File: src/rtl/fifo_pkg.sv
// fifo_pkg: shared constants and helpers for the synchronous FIFO slice.
//   lvl_w(depth)  -- width of an occupancy count able to hold 0..depth
//   *_DEF         -- default parameter values used by sync_fifo
package fifo_pkg;

  localparam int DATA_W_DEF = 8;
  localparam int DEPTH_DEF  = 16;
  localparam int AF_LVL_DEF = DEPTH_DEF - 2;
  localparam int AE_LVL_DEF = 2;

  // One extra bit over the pointer width so that "completely full" (level
  // == depth) is representable alongside "empty" (level == 0).
  function automatic int lvl_w(input int depth);
    return $clog2(depth) + 1;
  endfunction

endpackage : fifo_pkg

File: src/rtl/fifo_mem.sv
// fifo_mem: simple dual-port storage array for sync_fifo.
//   One synchronous write port and one synchronous read port whose output
//   is registered, so the array maps onto distributed or block RAM.
// Ports:
//   clk    in  1       clock, rising edge
//   rst    in  1       synchronous active-high reset (read register only)
//   we     in  1       write enable
//   waddr  in  ADDR_W  write address
//   wdata  in  DATA_W  write word
//   re     in  1       read enable; rdata loads mem[raddr] on the edge
//   raddr  in  ADDR_W  read address
//   rdata  out DATA_W  registered read word, holds when re=0
module fifo_mem
  import fifo_pkg::*;
#(
  parameter int DATA_W = DATA_W_DEF,
  parameter int DEPTH  = DEPTH_DEF,
  parameter int ADDR_W = $clog2(DEPTH)
) (
  input  logic              clk,
  input  logic              rst,
  input  logic              we,
  input  logic [ADDR_W-1:0] waddr,
  input  logic [DATA_W-1:0] wdata,
  input  logic              re,
  input  logic [ADDR_W-1:0] raddr,
  output logic [DATA_W-1:0] rdata
);

  // Array contents are deliberately never reset so RAM inference stays legal.
  logic [DATA_W-1:0] mem_q [DEPTH];
  logic [DATA_W-1:0] rdata_q;
  logic [DATA_W-1:0] rdata_d;

  always_ff @(posedge clk) begin
    if (we) begin
      mem_q[waddr] <= wdata;
    end
  end

  always_comb begin
    rdata_d = rdata_q;
    if (re) begin
      rdata_d = mem_q[raddr];
    end
  end

  always_ff @(posedge clk) begin
    if (rst) begin
      rdata_q <= '0;
    end else begin
      rdata_q <= rdata_d;
    end
  end

  assign rdata = rdata_q;

endmodule : fifo_mem

File: src/rtl/sync_fifo.sv
// sync_fifo: single-clock FIFO with level reporting, threshold flags and
// sticky overflow/underflow error bits. Storage lives in fifo_mem; all
// control state (pointers, level, error bits, read-valid) lives here.
// Ports:
//   clk           in  1       sole clock, rising edge
//   rst           in  1       synchronous active-high reset, highest priority
//   wr_en/wr_data in  1/DATA_W write request and word
//   rd_en         in  1       read request
//   rd_data       out DATA_W  registered read word, holds between reads
//   rd_valid      out 1       rd_data was popped on the previous edge
//   full/empty    out 1       level == DEPTH / level == 0
//   almost_full   out 1       level >= AF_LVL
//   almost_empty  out 1       level <= AE_LVL
//   level         out LVL_W   current occupancy
//   overflow      out 1       sticky: write requested while full
//   underflow     out 1       sticky: read requested while empty
//   clr_err       in  1       clears overflow/underflow (a new set wins)
//
// Handshake: wr_en and rd_en are requests with no back-pressure signal of
// their own. A write is accepted on an edge iff wr_en=1 and full=0 as seen
// before that edge; a read is accepted iff rd_en=1 and empty=0 as seen
// before that edge. An accepted read presents its word on rd_data with
// rd_valid=1 for exactly the following cycle. Rejected requests change
// nothing except the sticky error bits.
module sync_fifo
  import fifo_pkg::*;
#(
  parameter int DATA_W = DATA_W_DEF,
  parameter int DEPTH  = DEPTH_DEF,
  parameter int AF_LVL = DEPTH - 2,
  parameter int AE_LVL = AE_LVL_DEF,
  parameter int LVL_W  = lvl_w(DEPTH)
) (
  input  logic              clk,
  input  logic              rst,
  input  logic              wr_en,
  input  logic [DATA_W-1:0] wr_data,
  input  logic              rd_en,
  output logic [DATA_W-1:0] rd_data,
  output logic              rd_valid,
  output logic              full,
  output logic              empty,
  output logic              almost_full,
  output logic              almost_empty,
  output logic [LVL_W-1:0]  level,
  output logic              overflow,
  output logic              underflow,
  input  logic              clr_err
);

  localparam int PTR_W = $clog2(DEPTH);
  localparam logic [LVL_W-1:0] DEPTH_L = LVL_W'(DEPTH);
  localparam logic [LVL_W-1:0] AF_L    = LVL_W'(AF_LVL);
  localparam logic [LVL_W-1:0] AE_L    = LVL_W'(AE_LVL);

  if (DEPTH < 2 || (DEPTH & (DEPTH - 1)) != 0) begin : g_bad_depth
    $error("sync_fifo: DEPTH must be a power of two and at least 2");
  end

  logic [PTR_W-1:0] wr_ptr_q, wr_ptr_d;
  logic [PTR_W-1:0] rd_ptr_q, rd_ptr_d;
  logic [LVL_W-1:0] level_q, level_d;
  logic             rd_valid_q, rd_valid_d;
  logic             overflow_q, overflow_d;
  logic             underflow_q, underflow_d;
  logic             wr_acc;
  logic             rd_acc;

  // Acceptance uses only the registered flags, so a same-cycle read never
  // makes room for a write when full and a same-cycle write never feeds a
  // read when empty.
  assign wr_acc = wr_en & ~full;
  assign rd_acc = rd_en & ~empty;

  always_comb begin
    wr_ptr_d    = wr_ptr_q;
    rd_ptr_d    = rd_ptr_q;
    level_d     = level_q;
    rd_valid_d  = rd_acc;
    overflow_d  = overflow_q;
    underflow_d = underflow_q;

    // Pointers are exactly PTR_W bits wide, so +1 wraps modulo DEPTH.
    if (wr_acc) begin
      wr_ptr_d = wr_ptr_q + PTR_W'(1);
    end
    if (rd_acc) begin
      rd_ptr_d = rd_ptr_q + PTR_W'(1);
    end

    unique case ({wr_acc, rd_acc})
      2'b10:   level_d = level_q + LVL_W'(1);
      2'b01:   level_d = level_q - LVL_W'(1);
      default: level_d = level_q;
    endcase

    // Clear first, then set, so a coincident error condition wins.
    if (clr_err) begin
      overflow_d  = 1'b0;
      underflow_d = 1'b0;
    end
    if (wr_en && full) begin
      overflow_d = 1'b1;
    end
    if (rd_en && empty) begin
      underflow_d = 1'b1;
    end
  end

  always_ff @(posedge clk) begin
    if (rst) begin
      wr_ptr_q    <= '0;
      rd_ptr_q    <= '0;
      level_q     <= '0;
      rd_valid_q  <= 1'b0;
      overflow_q  <= 1'b0;
      underflow_q <= 1'b0;
    end else begin
      wr_ptr_q    <= wr_ptr_d;
      rd_ptr_q    <= rd_ptr_d;
      level_q     <= level_d;
      rd_valid_q  <= rd_valid_d;
      overflow_q  <= overflow_d;
      underflow_q <= underflow_d;
    end
  end

  // Reset also blocks the memory ports so nothing is written or popped on
  // a reset edge; stored words are abandoned, not erased.
  fifo_mem #(
    .DATA_W (DATA_W),
    .DEPTH  (DEPTH),
    .ADDR_W (PTR_W)
  ) u_mem (
    .clk   (clk),
    .rst   (rst),
    .we    (wr_acc & ~rst),
    .waddr (wr_ptr_q),
    .wdata (wr_data),
    .re    (rd_acc & ~rst),
    .raddr (rd_ptr_q),
    .rdata (rd_data)
  );

  assign level        = level_q;
  assign rd_valid     = rd_valid_q;
  assign overflow     = overflow_q;
  assign underflow    = underflow_q;
  assign full         = (level_q == DEPTH_L);
  assign empty        = (level_q == '0);
  assign almost_full  = (level_q >= AF_L);
  assign almost_empty = (level_q <= AE_L);

endmodule : sync_fifo

File: config.mk
export PLATFORM = sky130hd
export DESIGN_NAME = sync_fifo
export DESIGN_NICKNAME = d
export VERILOG_FILES = /design/src/rtl/fifo_pkg.sv /design/src/rtl/fifo_mem.sv /design/src/rtl/sync_fifo.sv
export SDC_FILE = /design/constraint.sdc
export NUM_CORES = 1
export LEC_CHECK = 0
export BUFFER_PORTS_ARGS = -buffer_cell sky130_fd_sc_hd__buf_2
export CORE_MARGIN = 4
export CORE_UTILIZATION = 35
export DETAILED_ROUTE_END_ITERATION = 8
export PLACE_DENSITY = 0.54
export SLEW_MARGIN = 20
export SYNTH_ARGS = -nofsm -noshare
export SYNTH_HDL_FRONTEND = slang
export SYNTH_SLANG_ARGS = --single-unit
export TNS_END_PERCENT = 30
File: constraint.sdc
create_clock -name clk -period 3.4 [get_ports clk]
set_clock_uncertainty 0.1 [all_clocks]
set_input_delay 0.34 -clock clk [delete_from_list [all_inputs] [get_ports clk]]
set_output_delay 0.34 -clock clk [all_outputs]
set_load 0.02 [all_outputs]
==> results of run 1 <==
-- layout by cell type, fill, tap and decap left out, drive strengths merged --
| cell | instances |
|---|---|
| a2111oi | 7 |
| a211o | 1 |
| a211oi | 6 |
| a21boi | 1 |
| a21o | 2 |
| a21oi | 6 |
| a22oi | 5 |
| a311oi | 2 |
| and2 | 2 |
| and2b | 2 |
| buf | 43 |
| bufinv | 1 |
| clkbuf | 26 |
| clkinv | 2 |
| clkinvlp | 2 |
| dfxtp | 24 |
| edfxtp | 128 |
| ha | 9 |
| inv | 7 |
| mux2 | 1 |
| mux2i | 46 |
| mux4 | 10 |
| nand2 | 12 |
| nand2b | 3 |
| nand3 | 2 |
| nand3b | 3 |
| nand4 | 2 |
| nor2 | 46 |
| nor2b | 1 |
| nor3 | 1 |
| nor3b | 1 |
| nor4 | 2 |
| o21ai | 2 |
| o22ai | 24 |
| or3 | 3 |
| xnor2 | 2 |
| xor2 | 7 |
-- metal layers --
metal,wire (um),part of all wire (%),global-route usage (%),up-vias
met5,0,0,0,-
met4,268,2.0,5.92,0
met3,426,3.3,3.56,20
met2,6450,49,22.2,53
met1,5960,45,18.0,1693
li1,-,-,-,1591
-- path summary, 6_finish.rpt --
check                 start        endpoint  slack, ns  depth (start not counted)
min reg2reg  u_mem.rdata[6]  u_mem.rdata[6]       0.40                          2
max reg2reg        level[1]        level[4]       0.29                         11
min                   rd_en       underflow       0.08                          3
max                level[1]        level[4]       0.29                         11
-- worst reg2reg max path, cell delays in order (launching register included) --
cell and delay [ns]:
dfxtp_1 0.55, nor4_4 0.12, a21boi_2 0.39, inv_1 0.12, ha_1 0.34, xor2_1 0.19, ha_1 0.20, a21oi_1 0.20
nand2b_1 0.08, a21o_1 0.19, a21oi_1 0.17, mux2_2 0.35
-- power groups by stage --
stage / registers (uW) / logic [uW] / clock network [uW]
after floorplan: 2350 / 800 / 0
after global placement: 2310 / 1140 / 0
after detailed placement: 2320 / 1150 / 0
after CTS: 2280 / 1150 / 1860
after global routing: 2300 / 1250 / 1950
final: 2280 / 1140 / 1820
-- registers in the layout, summed over array words and instances (netlist names) --
| register | cells |
|---|---|
| rd_ptr_q | 4 |
| underflow | 1 |
| wr_ptr_q | 4 |
| rd_valid | 1 |
| u_mem.rdata | 8 |
| u_mem.mem_q | 128 |
| level | 5 |
| overflow | 1 |
-- metrics by stage --
step	power [uW]	area, um2
after detailed placement	3470	6570
after CTS	5290	7150
after global routing	5500	7150
after global placement	3440	6570
final	5240	7150
after floorplan	3150	6190
-- cells by family (layout without fill, tap and decap cells) --
family,count (synthesis),after routing,synth area share (%)
flip-flops,152,152,69.8
buffers and inverters,26,81,3.09
multiplexers,57,57,11.4
XOR/XNOR,9,9,1.27
adder cells (fa/ha/maj),9,9,1.82
AND/OR/NAND/NOR,80,80,6.24
AO/OA/AOI/OAI,56,56,6.36
-- area by class of cell --
cell class,count,area [um2],share of cell area (%)
multi-input cells,211,1680,23.5
well taps,225,282,3.94
flip-flops and latches,152,4330,60.5
inverters,6,22.5,0.315
clock buffers,26,520,7.28
clock inverters,6,63.8,0.893
repair buffers,43,255,3.57
==> impl_metrics.yaml, run 1 <==
drt:
  num_vias: 3357
  drc_errors: 0
  drt_wl_total_mm: 13.1
  drt-pass1-iter-count: 4
  drt_iter0_drc: 196
  antenna_left: 0
  wl_per_cell_um: 19.6
  avgViaCountPerCell: 5.02
clock_tree:
  cts_setup_buffers: 0
  h-tree-depth: 4
  clockRootBuffer: "clkbuf_16"
  clk_latency_ns: 0.42
  cts_resized: 0
  cts_buffers: 17
  cts_buffer_depth: 2
  clk_pin_slew_worst_paths_ns: 0.06
  cts_num_sinks: 152
  hold_buffers: 0
  cts_tree: "done"
placed_design:
  dp_hpwl_mm: 8.87
  dp_cells: 637
  io_buffers: 32
  place_ws_ns: 0.330
  place.gp.congestion: 0.805
power:
  p_leak_uw: 0.00235
  comb_power_share_pct: 21.8
  net-switching-power_uw: 1520
  swShare_pct: 29.1
  irDropWorstVdd_mv: 0.378
  power.internal_uw: 3720
  powerDensity_mw_per_mm2: 733
  seqPwrFrac_pct: 43.4
  p_clk_share_pct: 34.8
flow_run:
  drv_cap: 0
synthesis:
  synth_top_area_share_pct: 62.1
  ys.warnings.count: 0
  syn_inst: 389
  yosys_register_bits: 152
  synth_top_area_cell: "edfxtp_1"
  async_flop_share_pct: 0
  avgSynthCellArea_um2: 15.9
  syn_area_mm2: 0.00619
  synth-edff-count: 128
  synthMostInstantiatedCell: "edfxtp_1"
  synth_cell_types: 43
  synth_seq_area_share_pct: 69.8
  synth_common_cells: "128 x edfxtp_1, 46 x mux2i_1, 46 x nor2_1"
  ys.flop_type: "edfxtp_1"
  syn_nets: 411
  synth_area_leaders: "edfxtp_1 62%, dfxtp_1 7.8%, mux2i_1 7.4%"
timing:
  worst_slew_pin_slew_ns: 0.885
  whs_ns: 0.0797
  tns_ns: 0
  fin_crit_sh_pct: 91.5
  min_period_ns: 3.11
  hold_violations: 0
  slew-limit-headroom_pct: 40.8
  maxSlewViolCount: 0
  max_freq_mhz: 322
  rsz0062_at_grt: "no"
  setup_ws_ns: 0.291
  finalSetupViolations: 0
worst_setup_path:
  slowest_delay_ns: 0.55
  critical_path_class: "flip-flop to flip-flop"
  cp_cell_sequence: "nor4_4 -> a21boi_2 -> inv_1 -> ha_1 -> xor2_1 -> ha_1 -> a21oi_1 -> nand2b_1 -> a21o_1 -> a21oi_1 -> mux2_2"
  worstPathArrival_ns: 3.32
  cp.buffers_inverters: 1
  crit_required_ns: 3.61
  slowest_stage: "dfxtp_1"
  cp-end-kind: "flip-flop"
  cp_top_family: "compound AO/OA/AOI/OAI gates"
  cp_max_fo: 10
  startpoint_type: "flip-flop"
global_routing:
  grt_usage_pct: 13.9
  grt_pass1_wl_mm: 20.3
  grt_pass1_vias: 3431
  antenna_found_initial: 0
  globalRoute.totalOverflow: 0
  grt_max_degree: 32
finish:
  postLayoutCoreUtil_pct: 41.3
  fin_cells: 669
  antenna_cells: 0
  area_delta_synth_final_pct: 15.5
  fin_nets: 453
  drive_above_1_share_pct: 19.8
  fillers: 1550
die:
  dieArea_mm2: 0.0199
  boundaryPins: 33
  die_h_um: 141
  initial_core_util_pct: 35.8
  core_mm2: 0.0173
  die_w_um: 141
  rows: 48
min_path:
  holdCritPathClass: "input port to flip-flop"
run_status:
  status: "finished, final reports clean"
Note: power is estimated with default switching activity, not from simulation.
==> inputs of run 2 (changes only) <==
CORE_ASPECT_RATIO = 1.25   (was default)
==> impl_metrics.yaml, run 2 (synthesis gave the netlist of run 1 again) <==
finish:
  final_cell_mix: "128 x edfxtp_1, 46 x nor2_1, 46 x mux2i_1, 32 x buf_2, 24 x o22ai_1"
  drive_above_1_share_pct: 21.3
  largest_reg_flops: 128
  largest-register: "u_mem.mem_q"
  antenna_cells: 0
  area_delta_synth_final_pct: 16.2
  postLayoutCoreUtil_pct: 41.3
  final_common_cell: "edfxtp_1"
  fillers: 1580
  fin_nets: 459
clock_tree:
  hold_buffers: 0
  h-tree-depth: 4
  cts_num_sinks: 152
  cts_tree: "done"
  cts_resized: 0
  clk_latency_ns: 0.42
  cts_buffer_depth: 2
  cts_buffers: 17
  clk_pin_slew_worst_paths_ns: 0.06
  clockRootBuffer: "clkbuf_16"
  cts_setup_buffers: 0
timing:
  hold_violations: 0
  setup_ws_ns: 0.283
  fin_crit_sh_pct: 91.7
  max_freq_mhz: 321
  min_period_ns: 3.12
  whs_ns: 0.0833
  slew-limit-headroom_pct: 39.0
  tns_ns: 0
  worst_slew_pin_slew_ns: 0.912
  maxSlewViolCount: 0
  rsz0062_at_grt: "no"
  finalSetupViolations: 0
global_routing:
  grt_pass1_wl_mm: 20.7
  grt_max_degree: 33
  grt_pass1_vias: 3485
  antenna_found_initial: 0
  grt_usage_pct: 14.2
  globalRoute.totalOverflow: 0
placed_design:
  place.gp.congestion: 0.782
  place_ws_ns: 0.278
  io_buffers: 32
  dp_hpwl_mm: 9.08
run_status:
  status: "finished, final reports clean"
flow_run:
  drv_cap: 0
die:
  core_mm2: 0.0174
  dieArea_mm2: 0.0199
  boundaryPins: 33
  die_h_um: 157
  initial_core_util_pct: 35.5
  die_w_um: 127
  rows: 54
drt:
  drc_errors: 0
  wl_per_cell_um: 19.9
  num_vias: 3400
  antenna_left: 0
  avgViaCountPerCell: 5.04
  drt_iter0_drc: 272
  drt-pass1-iter-count: 4
  drt_wl_total_mm: 13.4
power:
  p_total_uw: 5280
  irDropWorstVdd_mv: 0.342
  powerDensity_mw_per_mm2: 734
  p_leak_uw: 0.00238
worst_setup_path:
  startpoint: "level[2]"
  startpoint_type: "flip-flop"
  cp_max_fo: 11
  crit_required_ns: 3.61
  critical_path_class: "flip-flop to flip-flop"
  cp-end-kind: "flip-flop"
  worstPathArrival_ns: 3.33
  r2r-start: "level[2]"
  reg2reg_depth: 11
min_path:
  worstHoldPathCells: 3
  holdCritPathClass: "input port to flip-flop"
  hold_start: "wr_en"
run 2: cell types whose count changed in the layout (fill, tap and decap cells not counted), sizes merged:
cell    change
bufinv      +2
buf         +6
clkinv      +6
clkbuf      -8
run 2: worst max-delay path, cell delays in order, from the launching register on:
cell and delay (ns):
dfxtp_1 0.54, nor4_4 0.11, a21boi_2 0.39, inv_1 0.12, ha_1 0.33, xor2_1 0.18
ha_1 0.20, a21oi_1 0.21, nand2b_1 0.11, a21o_1 0.20, a21oi_1 0.17, mux2_2 0.35
run 2: layer usage:
layer,GRT usage (%),routed length (um),part of all wire [%]
met5,0,0,0
met4,6.39,230,1.7
met3,3.04,531,4.0
met2,24.0,6910,52
met1,17.6,5720,43
run 2: power breakdown:
group          internal (uW)  switching (uW)  leakage [uW]
Sequential              2140             132       0.00135
Clock                   1140             726      0.000287
Combinational            451             689      0.000746
run 2: path summary, 6_finish.rpt:
| kind | endpoint | slack [ns] |
|---|---|---|
| setup / recovery | level[4] | 0.28 |
| hold / removal | overflow | 0.08 |
| setup reg to reg | level[4] | 0.28 |
| hold reg to reg | u_mem.rdata[1] | 0.40 |
run 2: stage by stage:
stage | cells | instance area (um2)
after floorplan | 389 | 6190
after global placement | 642 | 6610
after detailed placement | 642 | 6610
after CTS | 674 | 7190
after global routing | 674 | 7190
final | 674 | 7190
run 2: cell type report:
| type | count | area (um2) | area share, % |
|---|---|---|---|
| Clock buffer | 18 | 429 | 5.97 |
| Clock inverter | 14 | 156 | 2.17 |
| Inverter | 6 | 22.5 | 0.313 |
| Multi-Input combinational cell | 211 | 1680 | 23.4 |
| Sequential cell | 152 | 4330 | 60.1 |
| Tap cell | 224 | 280 | 3.90 |
| Timing Repair Buffer | 49 | 300 | 4.17 |
